## config.mk

```make
export PLATFORM = sky130hd
export DESIGN_NAME = datapath_ctrl
export DESIGN_NICKNAME = d
export VERILOG_FILES = /design/src/rtl/datapath_ctrl_pkg.sv /design/src/rtl/ctrl_timer.sv /design/src/rtl/datapath_ctrl.sv
export SDC_FILE = /design/constraint.sdc
export NUM_CORES = 1
export LEC_CHECK = 0
export BUFFER_PORTS_ARGS = -buffer_cell sky130_fd_sc_hd__buf_2
export CAP_MARGIN = 15
export CORE_UTILIZATION = 50
export CTS_CLUSTER_DIAMETER = 200
export DETAILED_ROUTE_END_ITERATION = 12
export PLACE_DENSITY = 0.84
export SLEW_MARGIN = 20
export SYNTH_ARGS = -nofsm -noshare
export SYNTH_HDL_FRONTEND = slang
export SYNTH_SLANG_ARGS = --single-unit
```

## constraint.sdc

```tcl
create_clock -name clock -period 2 [get_ports clock]
set_input_delay 0.3 -clock clock [delete_from_list [all_inputs] [get_ports clock]]
set_output_delay 0.3 -clock clock [all_outputs]
set_load 0.03 [all_outputs]
```

## src/rtl/datapath_ctrl_pkg.sv

```systemverilog
// rtl/datapath_ctrl_pkg.sv - shared types and constants for the datapath sequencing controller
//
// Purpose: state encoding, default inter-word timeout and counter widths
//          shared by datapath_ctrl and ctrl_timer.
// Ports:   none (package).
package datapath_ctrl_pkg;

   localparam int TIMEOUT_DEF = 15;   // idle cycles allowed between words of one group
   localparam int CNT_W       = 8;    // group_cnt / abort_cnt width
   localparam int TMR_W       = 8;    // inter-word timer width

   typedef enum logic [2:0] {
      S_A    = 3'd0,
      S_B    = 3'd1,
      S_C    = 3'd2,
      S_D    = 3'd3,
      S_SUM  = 3'd4,
      S_DONE = 3'd5
   } state_t;

   // States in which an operand word may be accepted.
   function automatic logic is_operand_state(input state_t s);
      return (s == S_A) || (s == S_B) || (s == S_C) || (s == S_D);
   endfunction

   // States in which a group is partially captured and the timer runs.
   function automatic logic is_wait_state(input state_t s);
      return (s == S_B) || (s == S_C) || (s == S_D);
   endfunction

endpackage

```

## src/rtl/ctrl_timer.sv

```systemverilog
// rtl/ctrl_timer.sv - inter-word idle timer with clear/count/compare
//
// Purpose: counts idle cycles between operand words; expire flags the
//          cycle in which the count would reach TIMEOUT.
// Ports:
//   clock   in  1  rising-edge clock
//   rst     in  1  synchronous active-high reset
//   clear   in  1  zero the count on this edge (wins over count)
//   count   in  1  advance the count on this edge
//   expire  out 1  count is asserted and this cycle brings the count to TIMEOUT
module ctrl_timer
   import datapath_ctrl_pkg::*;
#(
   parameter int TIMEOUT = TIMEOUT_DEF
) (
   input  logic clock,
   input  logic rst,
   input  logic clear,
   input  logic count,
   output logic expire
);

   logic [TMR_W-1:0] cnt;

   // Combinational so the abort takes effect in the same cycle the limit is
   // hit; a transfer that cycle deasserts count and so suppresses expire.
   assign expire = count && (cnt == TMR_W'(TIMEOUT - 1));

   always_ff @(posedge clock) begin
      if (rst || clear) begin
         cnt <= '0;
      end else if (count) begin
         cnt <= cnt + 1'b1;
      end
   end

endmodule

```

## src/rtl/datapath_ctrl.sv

```systemverilog
// rtl/datapath_ctrl.sv - sequencing controller for the (A+B)-(C+D) datapath
//
// Purpose: accepts a valid/ready stream of four operand words on the shared
//          din bus (not routed through here), issues capture strobes A..D,
//          then pulses en to load the result and done to flag completion.
//          Aborts a partial group after TIMEOUT idle cycles.
// Ports:
//   clock      in  1  rising-edge clock
//   rst        in  1  synchronous active-high reset
//   valid      in  1  source presents an operand word this cycle
//   ready      out 1  word accepted this cycle when valid is also high
//   A,B,C,D    out 1  per-operand capture strobes (one-hot or idle)
//   en         out 1  result register load strobe
//   done       out 1  one-cycle completion pulse, result stable
//   err        out 1  one-cycle abort pulse on timeout
//   group_cnt  out 8  completed groups, wrapping
//   abort_cnt  out 8  aborted groups, saturating
module datapath_ctrl
   import datapath_ctrl_pkg::*;
#(
   parameter int TIMEOUT = TIMEOUT_DEF
) (
   input  logic             clock,
   input  logic             rst,
   input  logic             valid,
   output logic             ready,
   output logic             A,
   output logic             B,
   output logic             C,
   output logic             D,
   output logic             en,
   output logic             done,
   output logic             err,
   output logic [CNT_W-1:0] group_cnt,
   output logic [CNT_W-1:0] abort_cnt
);

   state_t state;
   logic   xfer;
   logic   in_wait;
   logic   expire;

   // ready is masked by rst so nothing transfers during the reset cycle.
   assign ready   = !rst && is_operand_state(state);
   assign xfer    = valid && ready;
   assign in_wait = is_wait_state(state);

   assign A = xfer && (state == S_A);
   assign B = xfer && (state == S_B);
   assign C = xfer && (state == S_C);
   assign D = xfer && (state == S_D);

   // Reset drops a group silently, so no err while rst is high.
   assign err = expire && !rst;

   ctrl_timer #(
      .TIMEOUT (TIMEOUT)
   ) u_timer (
      .clock  (clock),
      .rst    (rst),
      .clear  (xfer || !in_wait),
      .count  (in_wait && !xfer),
      .expire (expire)
   );

   always_ff @(posedge clock) begin
      if (rst) begin
         state     <= S_A;
         en        <= 1'b0;
         done      <= 1'b0;
         group_cnt <= '0;
         abort_cnt <= '0;
      end else begin
         en   <= 1'b0;
         done <= 1'b0;
         case (state)
            S_A: begin
               if (xfer) state <= S_B;
            end
            S_B: begin
               if (xfer)        state <= S_C;
               else if (expire) state <= S_A;
            end
            S_C: begin
               if (xfer)        state <= S_D;
               else if (expire) state <= S_A;
            end
            S_D: begin
               if (xfer) begin
                  state <= S_SUM;
                  en    <= 1'b1;
               end else if (expire) begin
                  state <= S_A;
               end
            end
            S_SUM: begin
               state <= S_DONE;
               done  <= 1'b1;
            end
            S_DONE: begin
               state     <= S_A;
               group_cnt <= group_cnt + 1'b1;
            end
            default: begin
               state <= S_A;
            end
         endcase

         if (expire && (abort_cnt != {CNT_W{1'b1}})) begin
            abort_cnt <= abort_cnt + 1'b1;
         end
      end
   end

endmodule

```

* Yosys cells after proc, flatten, opt, wreduce, memory -nomap -nowiden
Cells that the tools add are included.
Word-level totals: output and inout port bits 24, word-level logic and storage cells 48, register bits 29
Cells by class: eq/ne operators 8, add/subtract/negate cells 3, reduce and logical (&&, ||, !) cells 22, multiplexer cells 8, bitwise operators 1
Operator list (count):
- 8-bit by 1-bit adder with 8-bit output (second input constant) | 3
- 3-bit two-way mux | 5
- 3-bit case mux with 5 select lines | 1
- 1-bit logical AND | 10
- 8-bit by 4-bit == test with 1-bit output (second input constant) | 1
- 8-bit != test (second input constant) | 1
- 1-bit logical OR | 7
- 3-bit by 2-bit == test with 1-bit output (second input constant) | 2
- 3-bit == test (second input constant) | 2
- 3-bit by 1-bit == test with 1-bit output (second input constant) | 1
- 1-bit logical NOT | 3
- 3-bit logical NOT | 1
- 1-bit two-way mux | 2
- 2-bit != test (second input constant) | 1
- 2-bit OR reduction | 1
- 1-bit NOT | 1

* Depth between registers and ports, before layout
Gate-level depths: netlist (run 1).
word-level depth 12, gate-level depth with buffers 7, depth with buffers taken out 6

* Modules after synthesis
From an unflattened synthesis (run 1), not the netlist that was laid out.
Second synthesis, totals: cell total of the unflattened synthesis 166, area, all modules 1451.4 um2
Modules (own cells, without submodules):
- datapath_ctrl | area an instance 1071.0 um2, cells each 123, instances 1
- ctrl_timer | area an instance 380.4 um2, cells each 43, instances 1

* Least setup slack after synthesis (run 1)
Ideal clock, no wire load.
path kind flip-flop to flip-flop, from register state[1], to register abort_cnt[6], period minus slack after synthesis 1889 ps, arrival 1797 ps, cell stages (with the launch flop) 7, setup time 92 ps, path slack 111 ps, required time 1908 ps, cell sequence dfxtp_1 nor2_1 or4_1 buf_2 nor2b_1 nand4_1 o32ai_1
On the way: cells in the longest elaborated chain, start to end 10, elaborated cells on any way between the ends 15
RTL lines:
- start, declared | RTL line datapath_ctrl.sv:38 | state_t state;
- start signal, assigned | RTL line datapath_ctrl.sv:68 | state <= S_A;
- start signal, assigned | RTL line datapath_ctrl.sv:78 | if (xfer) state <= S_B;
- start signal, assigned | RTL line datapath_ctrl.sv:81 | if (xfer) state <= S_C;
- 3-bit by 1-bit == test with 1-bit output / 3-bit logical NOT (equally long branches) | RTL line datapath_ctrl_pkg.sv:23, datapath_ctrl_pkg.sv:28
- 1-bit logical OR (3 in a row) | RTL line datapath_ctrl_pkg.sv:23 | return (s == S_A) || (s == S_B) || (s == S_C) || (s == S_D);
- 1-bit logical AND | RTL line datapath_ctrl.sv:44 | assign ready = !rst && is_operand_state(state);
- 1-bit logical AND | RTL line datapath_ctrl.sv:45 | assign xfer = valid && ready;
- 1-bit logical NOT | RTL line datapath_ctrl.sv:62 | .count (in_wait && !xfer),
- 1-bit logical AND * | RTL line datapath_ctrl.sv:62
- 1-bit logical AND * | RTL line ctrl_timer.sv:27 | assign expire = count && (cnt == TMR_W'(TIMEOUT - 1));
- 1-bit logical AND * | RTL line datapath_ctrl.sv:109 | if (expire && (abort_cnt != {CNT_W{1'b1}})) begin
- end signal, assigned | RTL line datapath_ctrl.sv:110 | abort_cnt <= abort_cnt + 1'b1;
- end, declared | RTL line datapath_ctrl.sv:35 | output logic [CNT_W-1:0] abort_cnt
Every way passes the cells marked *; elsewhere a longest branch is shown, timed or not. A chain may end at the register's enable or synchronous reset.

* Final worst setup path (run 1)
from register state[0], to output port err
On the way: cells in the longest elaborated chain, start to end 10, elaborated cells on any way between the ends 15
RTL lines:
- 3-bit by 1-bit == test with 1-bit output / 3-bit logical NOT (equally long branches) | RTL line datapath_ctrl_pkg.sv:23, datapath_ctrl_pkg.sv:28
- 1-bit logical OR (3 in a row) | RTL line datapath_ctrl_pkg.sv:23
- 1-bit logical AND | RTL line datapath_ctrl.sv:44
- 1-bit logical AND | RTL line datapath_ctrl.sv:45
- 1-bit logical NOT | RTL line datapath_ctrl.sv:62
- 1-bit logical AND * | RTL line datapath_ctrl.sv:62
- 1-bit logical AND * | RTL line ctrl_timer.sv:27
- 1-bit logical AND * | RTL line datapath_ctrl.sv:54 | assign err = expire && !rst;
- end, declared | RTL line datapath_ctrl.sv:33 | output logic err,
Marks and branches as above.

==> impl_results.md, run 1 <==
* Startpoint types: flop
* Synthesized area per cell at 8.98 sq um
* Max-slew headroom at 77.1%
* Die height at 52.5 um
* Most frequent cells in the layout: 26 x dfxtp_1, 25 x nor2_1, 25 x buf_2
* Drc violations at 0
* Std cell rows at 17
* Largest net degree at the start of global routing at 14
* I/O pin total at 27
* Mapped Area at 1270 sq um
* Htree depth at 2
* Fin. max-slew vios at 0
* Number of max-cap violations at 0
* DR WL/cell at 12.9 um
* Total power at 1.04 mW
* Req. time, crit path at around 1.7 ns
* Clk_skew at 0.00847 ns
* Finished Cell Area at 1530 sq um
* Worst vdd ir at about 0.5 mV
* HPWL Detailed at 1880 um
* Vias per inst at 5.41
* Post-synthesis sequential area ratio at 45.5%
* CTS tree: yes
* Number of diodes at 0
* Clock latency on the worst-skew pair at 0.32 ns
* Crit-path max cell delay at between 0.4 and 0.5 ns
* Synth Register Bits at 29
* CP Class: flop to primary output
* Cts hold-fix bufs at 0
* Finish-stage setup viols at 0
* Die Wd at 52.5 um
* Gate Count Post-Synth at 142
* Crit share post-route at a little over nine tenths
* Clk slew on worst S/H paths at ~0.090 ns
* PortBufs at 26
* Prevailing post-synth register cell: dfxtp_1
* Fin Setup TNS at 0 ns
* Slowest stage cell on the critical path: or4_1
* Commonest non-fill, non-tap cell in the layout: dfxtp_1
* GRT Util Overall at 20.7%
* Hold Crit Class: primary input to flop
* Initial antenna violation count at 0
* Nets at 181
* PD cells at 684 nW/um^2
* Async S/R FF share, synth at 0%
* Clock Sinks at 29
* Share of cells above drive strength 1 at a little over a quarter
* Worst-path cell chain: nor2_1, or4_1, nor2b_2, buf_4
* Syn Nets at 149
* Post-CTS Setup Inserts at 0
* Vias at 1,098
* Final WL at 2610 um
* CTS Buffer Depth at 2
* Initial Util at 55.5%
* Placed cells at 195
* Arrival @ worst endpoint at 1.61 ns
* Finished Core Util at 66.4%
* Wire length of the first global-routing pass at 4040 um
* Routability cong. at 0.748
* Vias in the first global route at between 900 and 1,000
* Status: completed
* F_max at 524 MHz
* Synth Warn # at 0
* Post-Place Cell Area at 1450 sq um
* Core Area at 2300 sq um
* Critical path endpoint category: primary output
* Critical path peak fanout at 6
* DRT iter0 DRCs at 21
* RSZ-0062 raised after global routing: false
* Pre-antenna DRT Iters at 4
* Fin cells at 203
* ANT nets after route at 0
* Worst-margin pin slew at roughly 0.34 ns
* Leak at between 0.6 and 0.7 nW
* Number of distinct library cells after synthesis at 33
* Clk root buf: clkbuf_4
* Layout area overhead at 19.6%
* Post-route minimum period at 1.91 ns
* Total CTS buffers at 5
* Total gr overflow at 0
* EDFF count, synth at 0
* Final Hold Viols at 0
* Die ar. at about 2800 sq um
-- routing by layer --
metal | global-route usage (%) | wire (um) | vias to the layer above
li1 | - | - | 555
met1 | 20.5 | 1060 | 499
met2 | 37.1 | 1360 | 36
met3 | 7.83 | 125 | 8
met4 | 10.5 | 68 | 0
met5 | 0 | 0 | -
-- area by class of cell --
class	count	area, sq um
fillers	192	772
multi-input cells	104	658
flip-flops and latches	29	584
repair buffers	30	163
clock buffers	7	65.1
well taps	28	35.0
inverters	4	15.0
clock inverters	1	5.00
-- Yosys cell counts (2+ instances only) --
cell	instances	area (sq um)
nor2b_1	2	12.5
mux2i_1	2	20.0
nor2_1	25	93.8
xor2_1	11	96.3
ha_1	4	50.1
a21oi_1	6	30.0
o31ai_1	2	15.0
nand4_1	5	31.3
nand3_1	8	40.0
inv_1	4	15.0
o21ai_0	2	10.0
or4_1	3	22.5
xnor2_1	5	43.8
and4_1	2	17.5
and3_1	3	18.8
dfxtp_1	29	581
clkbuf_1	2	7.51
nor4_1	2	12.5
nand2_1	8	30.0
or3_1	4	25.0
-- path summary, 6_finish.rpt --
path,start,to,slack [ns],cells past startpoint
max reg2reg,abort_cnt[0],abort_cnt[1],0.27,7
min reg2reg,u_timer.cnt[0],u_timer.cnt[0],0.50,1
min,rst,group_cnt[0],0.27,2
max,state[0],err,0.09,4
-- per-stage QoR --
stage	worst slack (ns)	hold slack [ns]
after floorplan	0.111	0.437
after global placement	0.333	0.456
after detailed placement	0.290	0.478
after CTS	0.0243	0.252
after global routing	0.0167	0.272
final	0.0929	0.271
-- timing repair --
| action | in CTS | in global routing |
|---|---|---|
| cloned | 0 | 0 |
| setup endpoints to repair | 1 | 1 |
| gates resized for setup | 3 | 2 |
-- cells by family (layout without fill, tap and decap cells) --
kind of cell	Yosys count	count (layout)	synth area share (%)
and+or+nand+nor	70	70	29.2
DFF	29	29	45.5
xor gates and xnor gates	16	16	11.0
AOI/OAI and AO/OA	12	12	5.69
buffers and inverters	9	42	3.04
adders and majority gates	4	4	3.93
muxes	2	2	1.57
-- power breakdown --
group / switching (mW) / internal (mW) / leakage, nW
clock network: 0.197 / 0.203 / 0.0413
logic: 0.0353 / 0.0179 / 0.382
registers: 0.00685 / 0.582 / 0.235
-- sequential cells by signal, indices dropped and copies added (netlist names) --
register / cells
abort_cnt: 8
done: 1
en: 1
group_cnt: 8
state: 3
u_timer.cnt: 8
-- worst max-delay path, delay by kind of cell (launching register included) --
kind | cells | cell delay, ns
buffers and inverters | 1 | 0.18
AND/OR/NAND/NOR | 3 | 0.72
flip-flops | 1 | 0.39
(Power assumes the default switching activity.)
==> run 2: changes to the inputs <==
--- a/config.mk
+++ b/config.mk
@@ -10,8 +10,9 @@
 export CORE_UTILIZATION = 50
 export CTS_CLUSTER_DIAMETER = 200
 export DETAILED_ROUTE_END_ITERATION = 12
-export PLACE_DENSITY = 0.84
+export PLACE_DENSITY = 0.83
 export SLEW_MARGIN = 20
 export SYNTH_ARGS = -nofsm -noshare
 export SYNTH_HDL_FRONTEND = slang
+export SYNTH_HIERARCHICAL = 1
 export SYNTH_SLANG_ARGS = --single-unit
==> run 2 against run 1 <==
Net effect: power is 4.3% higher; combinational power is 88% higher; routed wire length is 24% higher; register-to-register slack worse by 0.48 ns; non-clock buffer count is 15 higher; critical path depth is 4 higher; core utilization is 1.7 points higher; hold slack better by 0.13 ns; clock power hardly changed; cell count is 18% higher; critical endpoint unchanged; the run now ends with setup timing left; clock skew is 0.0017 ns higher; flip-flop and latch count stayed put; largest cell class unchanged.
==> impl_results.md, run 2 <==
* Synth Register Bits at 29 (unchanged)
* Startpoint types: flop
* Die ar. at 3120 sq um (+13%)
* Placed cells at 224 (+15%)
* Leak at 0.798 nW (+21%)
* Commonest non-fill, non-tap cell in the layout: dfxtp_1
* Gate Count Post-Synth at 166 (+17%)
* Status: finished, violations left
* Top cells by area, synth: dfxtp_1 40%, a21oi_1 5.2%, nor2_1 3.6%, ha_1 3.4%, or3_1 3.0%
* GRT Util Overall at 22.6% (+1.8 points)
* RSZ-0062 raised after global routing: true
* F_max at 440 MHz (-16%)
* Simple-gate share of the synthesized area at 30.4% (+1.2 points)
* Crit share post-route at 114% (+18 points)
* Worst-path cell chain: nor2_4, or3_4, inv_2, nand4b_1, nor4_4, buf_4, nor2b_4, buf_6
* Number of max-cap violations at 0 (unchanged)
* Nets at 215 (+19%)
* Finished Core Util at 68.1% (+1.7 points)
* Multiplexer share of the synthesized area at 3.62% (+2.1 points)
* CTS tree: yes
* Die Wd at 55.9 um (+6.4%)
* Cts hold-fix bufs at 0 (unchanged)
* Largest net degree at the start of global routing at 27 (+13)
* Fin cells at 240 (+18%)
* CTS Buffer Depth at 2 (unchanged)
* Req. time, crit path at 1.70 ns (about the same)
* Die height at 55.9 um (+6.4%)
* Leading area contributor after synthesis: dfxtp_1
* Post-synth top cells: 29 x dfxtp_1, 15 x a21oi_1, 14 x nor2_1
* Total gr overflow at 0 (unchanged)
* Fillers at 205 (+6.8%)
* Initial Util at 52.6% (-2.9 points)
* Synthesized-area fraction occupied by adder cells at 3.45% (-0.48 points)
* Xor/xnor share of the synthesized area at 3.62% (-7.4 points)
* Hold Crit Class: primary input to flop
* Wire length of the first global-routing pass at 5550 um (+38%)
* Core Area at 2760 sq um (+20%)
* Prevailing post-synth register cell: dfxtp_1
* Clk root buf: clkbuf_4
* Clk_skew at 0.0101 ns (+0.00167 ns)
* Htree depth at 2 (unchanged)
* Layout area overhead at 29.3%
* Post-route minimum period at 2.27 ns (+0.367 ns)
* Routability cong. at 0.839 (+12%)
* Async S/R FF share, synth at 0% (unchanged)
* Count leader, synth: dfxtp_1
* Complex-gate fraction of the synthesized area at 14.0% (+8.3 points)
* Initial antenna violation count at 0 (unchanged)
* Failing checks: setup timing
* Critical path's top delay family: simple AND/OR/NAND/NOR gates
* CP Class: flop to primary output
* Clock latency on the worst-skew pair at 0.32 ns (about the same)
* DRT iter0 DRCs at 39 (+86%)
* Syn Nets at 173 (+16%)
* Vias at 1,328 (+21%)
* Clk slew on worst S/H paths at 0.09 ns (about the same)
* Fin Setup TNS at -1.41 ns (-1.41 ns)
* Max-slew headroom at 74.6% (-2.5 points)
* ANT nets after route at 0 (unchanged)
* Critical path peak fanout at 2 (-4)
* DR WL/cell at 13.5 um (+4.9%)
* EDFF count, synth at 0 (unchanged)
* Number of distinct library cells after synthesis at 40 (+21%)
* Vias in the first global route at 1,298 (+33%)
* Largest family of logic cells by synthesized area: simple AND/OR/NAND/NOR gates
* Drc violations at 0 (unchanged)
* Critical path endpoint category: primary output
* Finish-stage setup viols at 12 (+12)
* Worst vdd ir at 0.519 mV (+1.3%)
* Final WS setup at -0.274 ns (-0.367 ns)
* Registers with the most flip-flops: abort_cnt x8, group_cnt x8, u_timer/cnt x8
* Worst-margin pin slew at 0.381 ns (+0.0419 ns)
* PD cells at 579 nW/um^2 (-15%)
* Fin. max-slew vios at 0 (unchanged)
* Number of diodes at 0 (unchanged)
* I/O pin total at 27 (unchanged)
* Pre-antenna DRT Iters at 4 (unchanged)
* PortBufs at 26 (unchanged)
* Arrival @ worst endpoint at 1.97 ns (+0.36 ns)
* Final Hold Viols at 0 (unchanged)
* Final WL at 3240 um (+24%)
* Synthesized area per cell at 8.74 sq um (-2.6%)
* Total CTS buffers at 5 (unchanged)
* HPWL Detailed at 2210 um (+18%)
* Total power at 1.09 mW (+4.3%)
* Top-area cell type share of the netlist area at 40.0% (-5.5 points)
* Post-synthesis sequential area ratio at 40.0% (-5.5 points)
* Share of cells above drive strength 1 at 35.4% (+9.1 points)
* Vias per inst at 5.53 (+2.3%)
* Mapped Area at 1450 sq um (+14%)
* Most frequent cells in the layout: 27 x dfxtp_1, 25 x buf_2, 17 x buf_4
* Std cell rows at 19 (+2)
* Crit-path max cell delay at 0.36 ns (-0.09 ns)
* Clock Sinks at 29 (unchanged)
* Slowest stage cell on the critical path: dfxtp_2
* Crit path buffers/inverters at 3 (+2)
* Synth Warn # at 6 (+6)
run 2: what timing repair did:
item / 4_1_cts / 5_1_grt
resized for setup: 9 / 6
setup buffers: 8 / 0
pin swaps: 5 / 3
endpoints found under the hold margin: 0 / 0
setup endpoints to repair: 9 / 12
run 2: layout make-up:
cell class / count / area (sq um) / share of cell area, %
Inverter: 4 / 15.0 / 0.800
Timing Repair Buffer: 45 / 287 / 15.3
Tap cell: 31 / 38.8 / 2.07
Clock inverter: 1 / 5.00 / 0.267
Clock buffer: 7 / 65.1 / 3.47
Sequential cell: 29 / 583 / 31.1
Multi-Input combinational cell: 123 / 883 / 47.1
run 2: per-layer routing:
metal	global-route usage [%]	wire length (um)	up-vias
met4	7.67	27	0
met5	0	0	-
met2	39.6	1600	30
li1	-	-	682
met1	25.9	1450	611
met3	7.21	164	5
run 2: path summary, 6_finish.rpt:
check / slack [ns] / from / cells past startpoint / end
max: -0.27 / state[1] / 8 / err
min: 0.41 / valid / 5 / state[0]
max reg2reg: -0.21 / state[1] / 11 / abort_cnt[3]
min reg2reg: 0.49 / u_timer/cnt[7] / 2 / u_timer/cnt[7]
run 2: metrics by stage:
stage	hold slack [ns]	instance area [sq um]	setup slack (ns)
2_1_floorplan	0.453	1510	-0.168
3_3_place_gp	0.463	1690	-0.223
3_5_place_dp	0.483	1690	-0.342
4_1_cts	0.384	1850	-0.178
5_1_grt	0.393	1880	-0.399
6_report	0.406	1880	-0.274
run 2: cell families after synthesis:
family / count (synthesis)
muxes: 5
and+or+nand+nor: 75
adders and majority gates: 4
AOI/OAI and AO/OA: 33
xor gates and xnor gates: 6
DFF: 29
buffers and inverters: 14
run 2: tightest hold or removal path, stage by stage:
cell and delay [ns]:
buf_2 0.09, buf_4 0.13, nor3_1 0.06, nand2_1 0.06
a21oi_1 0.06
run 2: power breakdown:
group	internal, mW	switching, mW	leakage [nW]
Clock	0.203	0.198	0.0413
Sequential	0.582	0.00470	0.235
Combinational	0.0458	0.0540	0.522
